==> config.mk <==
export PLATFORM = sky130hd
export DESIGN_NAME = seq_divider_8by4
export DESIGN_NICKNAME = d
export VERILOG_FILES = /design/src/rtl/seq_divider_8by4.sv
export SDC_FILE = /design/constraint.sdc
export NUM_CORES = 1
export LEC_CHECK = 0
export BUFFER_PORTS_ARGS = -buffer_cell sky130_fd_sc_hd__buf_2
export CAP_MARGIN = 40
export CORE_AREA = 2 2 75 77
export DETAILED_ROUTE_END_ITERATION = 12
export DIE_AREA = 0 0 77 79
export PLACE_DENSITY = 0.61
export SYNTH_ARGS = -nofsm -noshare
export SYNTH_HDL_FRONTEND = slang
export SYNTH_SLANG_ARGS = --single-unit
==> constraint.sdc <==
create_clock -name clk -period 5 [get_ports clk]
set_input_delay 1.5 -clock clk [delete_from_list [all_inputs] [get_ports clk]]
set_output_delay 1.5 -clock clk [all_outputs]
set_load 0.01 [all_outputs]
==> src/rtl/seq_divider_8by4.sv <==
// Iterative restoring divider: unsigned dividend / divisor, one quotient bit per clock,
// start/done handshake with operands latched on accept and a divide-by-zero flag.
module seq_divider_8by4 #(
    parameter int unsigned DIVIDEND_W = 8,
    parameter int unsigned DIVISOR_W  = 4
) (
    input  logic                  clk,
    input  logic                  rst_n,
    input  logic                  start,
    input  logic [DIVIDEND_W-1:0] dividend,
    input  logic [DIVISOR_W-1:0]  divisor,
    output logic [DIVIDEND_W-1:0] quotient,
    output logic [DIVISOR_W-1:0]  remainder,
    output logic                  busy,
    output logic                  done,
    output logic                  dbz
);

    localparam int unsigned CNT_W = (DIVIDEND_W > 1) ? $clog2(DIVIDEND_W) : 1;
    localparam int unsigned PR_W  = DIVISOR_W + 1;

    typedef enum logic [1:0] {
        S_IDLE = 2'd0,
        S_CALC = 2'd1,
        S_DONE = 2'd2
    } state_t;

    state_t                state_q, state_d;
    logic [DIVIDEND_W-1:0] dvd_q, dvd_d;
    logic [DIVISOR_W-1:0]  dvs_q, dvs_d;
    logic [PR_W-1:0]       pr_q, pr_d;
    logic [DIVIDEND_W-2:0] qsr_q, qsr_d;
    logic [CNT_W-1:0]      cnt_q, cnt_d;
    logic [DIVIDEND_W-1:0] quotient_q, quotient_d;
    logic [DIVISOR_W-1:0]  remainder_q, remainder_d;
    logic                  busy_q, busy_d;
    logic                  done_q, done_d;
    logic                  dbz_q, dbz_d;

    // One restoring step: shift in the next dividend bit, trial-subtract the divisor
    logic [PR_W:0]         pr_sh;
    logic [PR_W:0]         trial;
    logic                  qbit;
    logic [PR_W-1:0]       pr_new;
    logic [DIVIDEND_W-1:0] qsr_full;

    always_comb begin
        pr_sh    = {pr_q, dvd_q[DIVIDEND_W-1]};
        trial    = pr_sh - {2'b00, dvs_q};
        qbit     = ~trial[PR_W];
        pr_new   = qbit ? trial[PR_W-1:0] : pr_sh[PR_W-1:0];
        qsr_full = {qsr_q, qbit};
    end

    always_comb begin
        state_d     = state_q;
        dvd_d       = dvd_q;
        dvs_d       = dvs_q;
        pr_d        = pr_q;
        qsr_d       = qsr_q;
        cnt_d       = cnt_q;
        quotient_d  = quotient_q;
        remainder_d = remainder_q;
        dbz_d       = dbz_q;

        unique case (state_q)
            S_IDLE: begin
                if (start) begin
                    if (divisor == '0) begin
                        quotient_d  = '1;
                        remainder_d = '1;
                        dbz_d       = 1'b1;
                        state_d     = S_DONE;
                    end else begin
                        dvd_d   = dividend;
                        dvs_d   = divisor;
                        pr_d    = '0;
                        qsr_d   = '0;
                        cnt_d   = CNT_W'(DIVIDEND_W - 1);
                        state_d = S_CALC;
                    end
                end
            end
            S_CALC: begin
                dvd_d = {dvd_q[DIVIDEND_W-2:0], 1'b0};
                pr_d  = pr_new;
                qsr_d = qsr_full[DIVIDEND_W-2:0];
                if (cnt_q == '0) begin
                    quotient_d  = qsr_full;
                    remainder_d = pr_new[DIVISOR_W-1:0];
                    dbz_d       = 1'b0;
                    state_d     = S_DONE;
                end else begin
                    cnt_d = cnt_q - CNT_W'(1);
                end
            end
            S_DONE:  state_d = S_IDLE;
            default: state_d = S_IDLE;
        endcase

        busy_d = (state_d != S_IDLE);
        done_d = (state_d == S_DONE);
    end

    always_ff @(posedge clk or negedge rst_n) begin
        if (!rst_n) begin
            state_q     <= S_IDLE;
            dvd_q       <= '0;
            dvs_q       <= '0;
            pr_q        <= '0;
            qsr_q       <= '0;
            cnt_q       <= '0;
            quotient_q  <= '0;
            remainder_q <= '0;
            busy_q      <= 1'b0;
            done_q      <= 1'b0;
            dbz_q       <= 1'b0;
        end else begin
            state_q     <= state_d;
            dvd_q       <= dvd_d;
            dvs_q       <= dvs_d;
            pr_q        <= pr_d;
            qsr_q       <= qsr_d;
            cnt_q       <= cnt_d;
            quotient_q  <= quotient_d;
            remainder_q <= remainder_d;
            busy_q      <= busy_d;
            done_q      <= done_d;
            dbz_q       <= dbz_d;
        end
    end

    assign quotient  = quotient_q;
    assign remainder = remainder_q;
    assign busy      = busy_q;
    assign done      = done_q;
    assign dbz       = dbz_q;

endmodule

==> results.yml <==
layout:
  final_nets: 244
  area_growth_pct: 16.8
  drive_above_1_share_pct: 21.5
  final_util_pct: 44.6
  diodes: 0
logic_synthesis:
  syn-cell-area_mm2: 0.00204
  synthesis.nets: 215
  synth-edff-count: 0
  synth-seq-cells: 44
  ys.flop_type: "dfrtp_1"
  synth_warnings: 0
  avgSynthCellArea_um2: 10.6
  synthCells: 193
  async_reset_ff_share_pct: 100
  yosysSeqAreaShare_pct: 54.0
  synth_cell_types: 38
clock_tree:
  cts_resized: 0
  root_buffer: "clkbuf_8"
  cts_tree: "built"
  htree_levels: 2
  clock_sinks: 44
  clockBufferDepth: 2
  cts_setup_buffers: 0
  clk_latency_ns: 0.29
  clkTransAtPathRegs_ns: 0.08
  cts_buffers: 5
  postCtsHoldBufs: 0
floorplanning:
  io_pins: 30
  core_mm2: 0.00534
  start_util_pct: 38.2
  num_rows: 27
  die_area_mm2: 0.00608
  fp.dieH_um: 79
  die_w_um: 77
timing:
  slew_violations: 0
  clock_skew_ns: 0.00500
  final_hold_viol_count: 0
  rsz0062_at_grt: "no"
  worst_pin_slew_ns: 0.806
  finalCritPeriodShare_pct: 57.6
  fmax_ghz: 0.347
  setup_viol: 0
  min_period_ns: 2.88
  slew_headroom_pct: 46.1
  fin_tns_setup_ns: 0
worst_setup_path:
  critPathLaunchType: "primary input"
  rrSetupSlack_ns: 2.89
  end_kind: "flop"
  crit_arrival_ns: 3.05
  crit_type: "primary input to flop"
  cp_max_fo: 21
  cp-startpoint: "divisor[1]"
  cp.required_ns: 5.17
  worst_r2r_startpoint: "dvs_q[1]$_DFFE_PN0P_"
routing:
  first_iter_violations: 72
  dr_total_vias: 1475
  wirelength_mm: 3.89
  viasPerCell: 5.00
  dr.pass1.iters: 4
  route.detailed.drc: 0
  routedWlPerCell_um: 13.2
  postRouteAntennaNets: 0
power_and_ir_drop:
  p_switching_w: 0.000626
  seq_power_share_pct: 38.7
  p_int_w: 0.000996
  p_clk_share_pct: 17.5
  pwr_density_cell_mw_per_mm2: 681
  netSwitchingFraction_pct: 38.6
  power_frac_comb_pct: 43.8
  vdd_ir_drop_max_uv: 281
  leakagePower_nw: 1.08
global_routing:
  grt_max_degree: 33
  overflow: 0
  grt_pass1_wl_mm: 6.71
  grt_pass1_vias: 1453
  grt_usage_pct: 14.0
  antenna_found_initial: 0
worst_hold_path:
  min_path_type: "flop to flop"
  min_from: "dvd_q[3]$_DFFE_PN0P_"
flow_run:
  maxCapViolCount: 0
placement:
  numPortBuffers: 29
  place_hpwl_mm: 2.77
  gp_congestion: 0.789
run_status:
  status: "finished clean"
## sequential cells by signal, summed over array words and instances (netlist names)
name,count
busy,1
cnt_q,3
dbz,1
done,1
dvd_q,8
dvs_q,4
pr_q,5
qsr_q,7
quotient,8
remainder,4
state_q,2
## through the flow
step           instance area, µm²  instances  hold WS (ns)  setup WS (ns)  power [W]
2_1_floorplan                2040        193         0.445           2.19    0.00116
3_3_place_gp                 2240        286         0.459           1.82    0.00133
3_5_place_dp                 2260        287         0.466           1.80    0.00135
4_1_cts                      2380        295         0.487           2.12    0.00164
5_1_grt                      2380        295         0.504           2.04    0.00177
6_report                     2380        295         0.485           2.12    0.00162
## cells in the final DEF (no fill, tap or decap), types with 2 or more instances in the layout
cell type,synthesis,routed
dfrtp_1,44,44
nand2_1,31,31
buf_2,1,29
o21ai_0,18,18
nor2_1,12,12
mux2i_1,10,10
a21oi_1,9,9
inv_1,8,8
o22a_1,7,7
o22ai_1,6,6
ha_1,6,6
clkbuf_8,0,6
nor2b_1,3,3
nor3_1,3,3
and2_1,2,2
o2111ai_1,2,2
xor2_1,2,2
mux2_2,2,2
buf_4,0,2
## Yosys cell counts (all sizes together), types with 4 or more instances
master  instances  share of area [%]
o22a            7                3.0
a21oi           9                2.2
nor2           12                2.2
nand2          32                6.0
clkbuf          5               0.92
dfrtp          44                 54
ha              6                3.7
mux2i          10                4.9
inv             8                1.5
o22ai           6                1.8
nor2b           4                1.6
buf             5                1.7
o21ai          18                4.4
## area by class of cell
class	count	area [µm²]
multi-input combinational	131	858
clock inverter	2	38.8
tap	72	90.1
clock buffer	6	82.6
sequential	44	1100
inverter	8	30.0
fill	536	2960
timing repair buffer	32	180
## power by group through the flow
stage / logic (W) / registers (W) / clock network [W]
2_1_floorplan: 0.000522 / 0.000635 / 0
3_3_place_gp: 0.000700 / 0.000633 / 0
3_5_place_dp: 0.000717 / 0.000634 / 0
4_1_cts: 0.000721 / 0.000628 / 0.000295
5_1_grt: 0.000807 / 0.000651 / 0.000309
6_report: 0.000710 / 0.000627 / 0.000285
## metal layers
layer | GRT usage [%] | vias to the layer above | wire length (µm)
li1 | - | 728 | -
met1 | 17.8 | 715 | 1880
met2 | 23.5 | 25 | 1820
met3 | 2.50 | 7 | 122
met4 | 6.25 | 0 | 69
met5 | 0 | - | 0
## path summary, 6_finish.rpt
check	end	cells past startpoint
min in group asynchronous	quotient[7]$_DFFE_PN0P_	1
setup reg to reg	pr_q[0]$_DFFE_PN0P_	7
hold reg to reg	dvd_q[4]$_DFFE_PN0P_	2
setup / recovery	cnt_q[2]$_DFFE_PN0P_	7
hold / removal	dvd_q[4]$_DFFE_PN0P_	2
max in group asynchronous	dvs_q[3]$_DFFE_PN0P_	2
## cell families after synthesis
family / share of synthesized area [%]
flip-flops: 54.0
multiplexers: 6.02
XOR/XNOR: 0.860
buffers and inverters: 4.11
AND/OR/NAND/NOR: 13.7
AO/OA/AOI/OAI: 16.6
adder cells (fa/ha/maj): 4.67
## critical path, stage by stage
cell     delay (ns)
buf_2          0.10
or4_4          0.56
nor3b_2        0.17
buf_4          0.23
nor2b_4        0.19
nor3_1         0.23
a31oi_1        0.06
Power figures use the tool's default switching activity.
